File: config.mk
export PLATFORM = sky130hd
export DESIGN_NAME = pipelined_shifter
export DESIGN_NICKNAME = d
export VERILOG_FILES = /design/src/rtl/shift_pkg.sv /design/src/rtl/shift_stage.sv /design/src/rtl/pipelined_shifter.sv
export SDC_FILE = /design/constraint.sdc
export NUM_CORES = 1
export LEC_CHECK = 0
export BUFFER_PORTS_ARGS = -buffer_cell sky130_fd_sc_hd__buf_2
export CORE_UTILIZATION = 30
export CTS_BUF_LIST = sky130_fd_sc_hd__clkbuf_8
export DETAILED_ROUTE_END_ITERATION = 6
export HOLD_SLACK_MARGIN = 0.02
export PLACE_DENSITY = 0.58
export SETUP_SLACK_MARGIN = 0.3
export SLEW_MARGIN = 10
export SYNTH_ARGS = -nofsm -noshare
export SYNTH_HDL_FRONTEND = slang
export SYNTH_HIERARCHICAL = 1
export SYNTH_SLANG_ARGS = --single-unit
File: constraint.sdc
create_clock -name clock -period 4 [get_ports clock]
set_input_delay 0.6 -clock clock [delete_from_list [all_inputs] [get_ports clock]]
set_output_delay 0.6 -clock clock [all_outputs]
set_load 0.01 [all_outputs]
File: src/rtl/shift_pkg.sv
// Shared definitions for the pipelined barrel shifter: op encodings and op decode.
// PIPELINED_SHIFTER_ROTATE_EN enables rotate-right on op 11; otherwise op 11 behaves as SRL.
package shift_pkg;

  typedef enum logic [1:0] {
    OP_SLL = 2'b00,
    OP_SRL = 2'b01,
    OP_SRA = 2'b10,
    OP_ROR = 2'b11
  } op_e;

  function automatic op_e decode_op(input logic [1:0] raw);
    op_e op;
    case (raw)
      2'b00:   op = OP_SLL;
      2'b01:   op = OP_SRL;
      2'b10:   op = OP_SRA;
`ifdef PIPELINED_SHIFTER_ROTATE_EN
      2'b11:   op = OP_ROR;
`else
      2'b11:   op = OP_SRL;
`endif
      default: op = OP_SRL;
    endcase
    return op;
  endfunction

endpackage

File: src/rtl/shift_stage.sv
// One shift level of the barrel shifter: conditional right shift by DIST plus its pipeline register.
// Rotate fill is present only when PIPELINED_SHIFTER_ROTATE_EN is defined.
module shift_stage
  import shift_pkg::*;
#(
  parameter int WIDTH = 32,
  parameter int TAG_W = 5,
  parameter int DIST  = 1
) (
  input  logic                     clock,
  input  logic                     reset_n,
  input  logic                     flush,
  input  logic                     up_valid,
  input  op_e                      up_op,
  input  logic [$clog2(WIDTH)-1:0] up_shamt,
  input  logic                     up_fill,
  input  logic [WIDTH-1:0]         up_data,
  input  logic [TAG_W-1:0]         up_tag,
  output logic                     up_ready,
  input  logic                     down_ready,
  output logic                     down_valid,
  output op_e                      down_op,
  output logic [$clog2(WIDTH)-1:0] down_shamt,
  output logic                     down_fill,
  output logic [WIDTH-1:0]         down_data,
  output logic [TAG_W-1:0]         down_tag
);

  localparam int SHAMT_W = $clog2(WIDTH);
  localparam int BIT     = $clog2(DIST);

  typedef struct packed {
    logic               valid;
    op_e                op;
    logic [SHAMT_W-1:0] shamt;
    logic               fill;
    logic [WIDTH-1:0]   data;
    logic [TAG_W-1:0]   tag;
  } stage_t;

  stage_t           stage_r;
  logic [WIDTH-1:0] shifted;
  logic [DIST-1:0]  fill_bits;

  // Bits entering from the top: replicated fill, or the bits shifted out when rotating
  always_comb begin
    fill_bits = {DIST{up_fill}};
`ifdef PIPELINED_SHIFTER_ROTATE_EN
    if (up_op == OP_ROR) begin
      fill_bits = up_data[DIST-1:0];
    end else begin
      fill_bits = {DIST{up_fill}};
    end
`endif
    if (up_shamt[BIT]) begin
      shifted = {fill_bits, up_data[WIDTH-1:DIST]};
    end else begin
      shifted = up_data;
    end
  end

  // Capture when empty or when the current occupant moves on this cycle
  assign up_ready = !stage_r.valid || down_ready;

  always_ff @(posedge clock) begin
    if (!reset_n) begin
      stage_r <= '0;
    end else if (flush) begin
      stage_r.valid <= 1'b0;
    end else if (up_ready) begin
      stage_r.valid <= up_valid;
      if (up_valid) begin
        stage_r.op    <= up_op;
        stage_r.shamt <= up_shamt;
        stage_r.fill  <= up_fill;
        stage_r.data  <= shifted;
        stage_r.tag   <= up_tag;
      end
    end
  end

  assign down_valid = stage_r.valid;
  assign down_op    = stage_r.op;
  assign down_shamt = stage_r.shamt;
  assign down_fill  = stage_r.fill;
  assign down_data  = stage_r.data;
  assign down_tag   = stage_r.tag;

endmodule

File: src/rtl/pipelined_shifter.sv
// Pipelined barrel shifter (SLL/SRL/SRA, optional ROR) with valid/ready flow, tag and flush.
// Define PIPELINED_SHIFTER_ROTATE_EN to make op 11 rotate right instead of SRL.
module pipelined_shifter
  import shift_pkg::*;
#(
  parameter int WIDTH = 32,
  parameter int TAG_W = 5
) (
  input  logic                     clock,
  input  logic                     reset_n,
  input  logic                     flush,
  input  logic                     in_valid,
  output logic                     in_ready,
  input  logic [1:0]               in_op,
  input  logic [$clog2(WIDTH)-1:0] in_shamt,
  input  logic [WIDTH-1:0]         in_data,
  input  logic [TAG_W-1:0]         in_tag,
  output logic                     out_valid,
  input  logic                     out_ready,
  output logic [WIDTH-1:0]         out_data,
  output logic [TAG_W-1:0]         out_tag,
  output logic                     out_zero
);

  localparam int SHAMT_W = $clog2(WIDTH);
  localparam int LEVELS  = SHAMT_W;

  // Index 0 is the entry point, index k+1 is the register of stage k
  logic [LEVELS:0]    v;
  logic [LEVELS:0]    fl;
  logic [LEVELS:0]    rdy;
  op_e                op_a [0:LEVELS];
  logic [SHAMT_W-1:0] sh   [0:LEVELS];
  logic [WIDTH-1:0]   d    [0:LEVELS];
  logic [TAG_W-1:0]   tg   [0:LEVELS];

  op_e              entry_op;
  logic [WIDTH-1:0] entry_data;
  logic [WIDTH-1:0] exit_data;

  // Left shifts ride the right-shift datapath on a bit-reversed operand
  always_comb begin
    entry_op   = decode_op(in_op);
    entry_data = in_data;
    if (entry_op == OP_SLL) begin
      for (int i = 0; i < WIDTH; i++) begin
        entry_data[i] = in_data[WIDTH-1-i];
      end
    end else begin
      entry_data = in_data;
    end
  end

  assign v[0]        = in_valid;
  assign op_a[0]     = entry_op;
  assign sh[0]       = in_shamt;
  assign fl[0]       = (entry_op == OP_SRA) && in_data[WIDTH-1];
  assign d[0]        = entry_data;
  assign tg[0]       = in_tag;
  assign rdy[LEVELS] = out_ready;
  assign in_ready    = rdy[0];

  for (genvar k = 0; k < LEVELS; k++) begin : g_stage
    shift_stage #(
      .WIDTH (WIDTH),
      .TAG_W (TAG_W),
      .DIST  (1 << (LEVELS - 1 - k))
    ) u_stage (
      .clock      (clock),
      .reset_n    (reset_n),
      .flush      (flush),
      .up_valid   (v[k]),
      .up_op      (op_a[k]),
      .up_shamt   (sh[k]),
      .up_fill    (fl[k]),
      .up_data    (d[k]),
      .up_tag     (tg[k]),
      .up_ready   (rdy[k]),
      .down_ready (rdy[k+1]),
      .down_valid (v[k+1]),
      .down_op    (op_a[k+1]),
      .down_shamt (sh[k+1]),
      .down_fill  (fl[k+1]),
      .down_data  (d[k+1]),
      .down_tag   (tg[k+1])
    );
  end

  // Undo the entry reversal for left shifts
  always_comb begin
    exit_data = d[LEVELS];
    if (op_a[LEVELS] == OP_SLL) begin
      for (int i = 0; i < WIDTH; i++) begin
        exit_data[i] = d[LEVELS][WIDTH-1-i];
      end
    end else begin
      exit_data = d[LEVELS];
    end
  end

  logic unused_tail;
  assign unused_tail = ^{sh[LEVELS], fl[LEVELS]};

  assign out_valid = v[LEVELS];
  assign out_data  = exit_data;
  assign out_tag   = tg[LEVELS];
  assign out_zero  = (d[LEVELS] == '0);

endmodule
Word level (Yosys, flattened, before mapping)
Cells that the tools add are included.
Storage, ports and cells
  bits in registers: 214
  word-level logic and storage cells: 64
Operators by class
  eq/ne operators: 4
  mux-type cells: 8
  bitwise logic cells: 2
  reductions and logical operators: 22
Operators by type and width (number)
  32-bit 2-to-1 mux: 7
  32-bit zero test: 1
  3-bit AND reduction: 5
  2-bit == test (second input constant): 3
  2-bit zero test: 3
  2-bit case mux with 3 select lines: 1
  1-bit zero test: 5
  1-bit logical OR: 5
  2-bit OR reduction: 2
  2-bit by 1-bit == test with 1-bit output (second input constant): 1
  1-bit inverter: 2
  1-bit logical AND: 1

Depth between registers and ports, before layout
  word-level depth: 7
  gate-level depth with buffers: 17
  gate-level depth less buffers: 12

Modules after synthesis
Netlist, hierarchy kept.
By module, submodules not included
  shift_stage (g_stage[2].u_stage ...): instances 3, cells each 211, area each 2075.7 µm²
  shift_stage (g_stage[0].u_stage): instances 1, cells each 213, area each 2085.8 µm²
  shift_stage (g_stage[1].u_stage): instances 1, cells each 212, area each 2079.5 µm²
  pipelined_shifter: instances 1, cells each 86, area each 902.1 µm²

Least setup slack after synthesis
No wires, ideal clock.
  path kind: in2out
  from: input port out_ready
  to: output port in_ready
  arrival time: 2.706 ns
  data required time: 3.400 ns
  setup slack: 0.694 ns
  stages: 15
  buffers on the path: 5
  cell sequence: nor2b_4 inv_2 buf_2 nor2b_4 inv_2 buf_2 nor2b_4 inv_2 buf_2 nor2b_4 inv_2 buf_2 nor2b_4 inv_2 buf_2
Between the ends
  word-level cells in the longest chain between the ends: 5
Ends and longest elaborated chain
  start, declared: RTL line pipelined_shifter.sv:19  | input logic out_ready,
  1-bit logical OR: RTL line shift_stage.sv:63  | assign up_ready = !stage_r.valid || down_ready;
  via rdy[4]: RTL line pipelined_shifter.sv:31  | logic [LEVELS:0] rdy;
  1-bit logical OR: RTL line shift_stage.sv:63
  via rdy[3]: RTL line pipelined_shifter.sv:31
  1-bit logical OR: RTL line shift_stage.sv:63
  via rdy[2]: RTL line pipelined_shifter.sv:31
  1-bit logical OR: RTL line shift_stage.sv:63
  via rdy[1]: RTL line pipelined_shifter.sv:31
  1-bit logical OR: RTL line shift_stage.sv:63
  end, declared: RTL line pipelined_shifter.sv:13  | output logic in_ready,
The timed path passes the listed nets, and every way through them passes these cells.

Worst setup path after layout
  from: register g_stage[4].u_stage.stage_r, in the netlist g_stage[4].u_stage/down_valid
  to: output port in_ready
Between the ends
  word-level cells in the longest chain between the ends: 6
Ends and longest elaborated chain
  start, declared: RTL line shift_stage.sv:41  | stage_t stage_r;
  1-bit zero test: RTL line shift_stage.sv:63
  1-bit logical OR: RTL line shift_stage.sv:63
  via rdy[4]: RTL line pipelined_shifter.sv:31
  1-bit logical OR: RTL line shift_stage.sv:63
  via rdy[3]: RTL line pipelined_shifter.sv:31
  1-bit logical OR: RTL line shift_stage.sv:63
  via rdy[2]: RTL line pipelined_shifter.sv:31
  1-bit logical OR: RTL line shift_stage.sv:63
  via rdy[1]: RTL line pipelined_shifter.sv:31
  1-bit logical OR: RTL line shift_stage.sv:63
The timed path passes the listed nets, and every way through them passes these cells.

==> results.txt <==
Hold Path End = g_stage[0].u_stage/down_shamt[3]$_SDFFE_PN0P_
die area = 36500 um2
via count = 8077
Worst-path clk slew = 60 ps
largest net degree at the start of global routing = 46
setup slack, reg-to-reg = 1420 ps
Area growth syn-to-layout = 10.6%
status = finished clean
Worst Setup Start Kind = flop
Post-Syn Nets = 1129
CTS tree = done
drt via density = 5.10
IO Port Bufs = 88
hold_buf cts = 0
routed len/inst = 15.9 um
core area = 34900 um2
Max Cap Viol = 0
Final Hold Vio Count = 0
Die Wd = 191 um
Sink Count = 214
internal power = 3.36 mW
grt ovf = 0
n_diodes = 0
WHS = 326 ps
RSZ-0062 raised after global routing = no
Initial Utilization = 0.308
WS Path Type = reg -> out
Final Max Slew Viols = 0
Leak = 3.74 nW
Syn. warnings = 6
fin crit share = 0.851
TritonRoute pass-1 iters = 6
power per cell area = 374 nW/um2
synthesized cell area = 10700 um2
Net Sw Frac = 0.244
Site Rows = 68
sequential power share = 0.500
Reg2Reg Depth = 13
Num CTS Buffers = 37
initial antenna violation count = 0
setup TNS = 0 ps
DRC = 0
clk_skew = 22.4 ps
Final Critical Period = 3400 ps
Final #Nets = 1152
power share of the clock group = 0.432
Final HPWL DP = 16600 um
Avg Cell Area, Syn = 9.94 um2
H-Tree Level Count = 2
maximum VDD drop = 0.161 mV
Global Route Usage Sum = 0.136
post_cts resized = 0
worst r2r dst = g_stage[0].u_stage/down_data[6]$_SDFFE_PN0P_
clk buf depth = 3
Die H = 191 um
worst hold stages = 3
Relative slew margins = 0.250
Gate Count Post-Synth = 1080
Post-CTS Setup Bufs = 0
Hold WC Path Type = in -> reg
# IOs = 89
f_max = 294 MHz
vias in the first global route = 7539
Worst Path Required = 3400 ps
Min-Delay Startpoint = in_shamt[3]
ANT nets after route = 0
global-route wire length before repair = 41100 um
Clk Latency, worst-skew pair = 530 ps
total net switching power = 1.08 mW
Reg2Reg Launch Point = g_stage[4].u_stage/down_valid$_SDFFE_PP0P_
combinational power share = 0.068
CP max FO = 45
Starting DRT DRC Count = 523
CTS Root Cell = clkbuf_8
CP endpoint kind = primary output
crit path DAT = 2800 ps
drt total wl = 25200 um
worst slew pin tran = 1120 ps
layout cell share with drive strength beyond 1 = 0.274
# setup viols final = 0
Placer Congestion = 0.737
-- power groups by stage --
stage / Clock [mW] / Combinational [mW] / Sequential, mW
2_1_floorplan: 0 / 0.244 / 2.25
3_5_place_dp: 0 / 0.301 / 2.27
5_1_grt: 2.08 / 0.334 / 2.23
6_report: 1.92 / 0.303 / 2.22
4_1_cts: 1.97 / 0.304 / 2.22
3_3_place_gp: 0 / 0.298 / 2.27
-- stage by stage --
step                std cells  worst slack [ps]  power (mW)  instance area, um2   util
finish                   1584               597        4.44               11900  0.340
global route             1584               338        4.64               11900  0.340
CTS                      1584               528        4.50               11900  0.340
detailed placement       1519               735        2.57               11100  0.320
global placement         1519               777        2.56               11100  0.320
floorplan                1080               805        2.49               10700      -
-- registers in the layout, summed over array words and instances (netlist names) --
signal	cells
g_stage.u_stage/down_data	160
g_stage.u_stage/down_fill	4
g_stage.u_stage/down_op	10
g_stage.u_stage/down_shamt	10
g_stage.u_stage/down_tag	25
g_stage.u_stage/down_valid	5
-- worst max path at each step --
stage,startpoint,depth (start not counted),endpoint
floorplan,out_ready,15,in_ready
global placement,out_ready,12,in_ready
detailed placement,out_ready,12,in_ready
CTS,g_stage[4].u_stage/down_valid$_SDFFE_PP0P_,11,in_ready
global route,g_stage[4].u_stage/down_valid$_SDFFE_PP0P_,11,in_ready
finish,g_stage[4].u_stage/down_valid$_SDFFE_PP0P_,11,in_ready
-- per-layer routing --
| metal | wire, um | track usage | part of all wire | up-vias |
|---|---|---|---|---|
| met5 | 0 | 0 | 0 | - |
| met4 | 319 | 0.0339 | 0.013 | 0 |
| met3 | 1030 | 0.0229 | 0.041 | 27 |
| met2 | 10000 | 0.185 | 0.40 | 165 |
| met1 | 13800 | 0.213 | 0.55 | 3774 |
| li1 | - | - | - | 4111 |
-- critical path, stage by stage, from the launching register on --
cell	delay, ps
dfxtp_1	320
nor2b_4	260
inv_2	80
nor2b_4	250
inv_2	90
nor2b_4	270
inv_2	100
nor2b_4	140
inv_2	60
nor2b_4	120
inv_2	290
buf_2	270
-- layout make-up --
cell class              count  area [um2]
clock inverters            18        78.8
well taps                 455         569
flip-flops and latches    214        4290
inverters                  10        37.5
clock buffers              47         647
multi-input cells         736        5690
fillers                  3601       23000
repair buffers            104         561
-- placed cells by master (no fill, tap or decap), types with 3 or more instances in the layout --
cell	instances
mux2_2	60
nor2b_4	5
o21ai_0	49
a211oi_1	100
a21oi_1	209
nand3_1	49
buf_2	88
nor2_1	6
nand2b_1	5
dfxtp_2	4
clkbuf_8	47
inv_2	10
clkinv_2	3
a211oi_2	60
dfxtp_1	210
mux2i_1	160
inv_1	13
buf_4	16
nor2_2	5
nor2b_2	5
nor3_1	5
nor4_1	8
(Power assumes the default switching activity.)
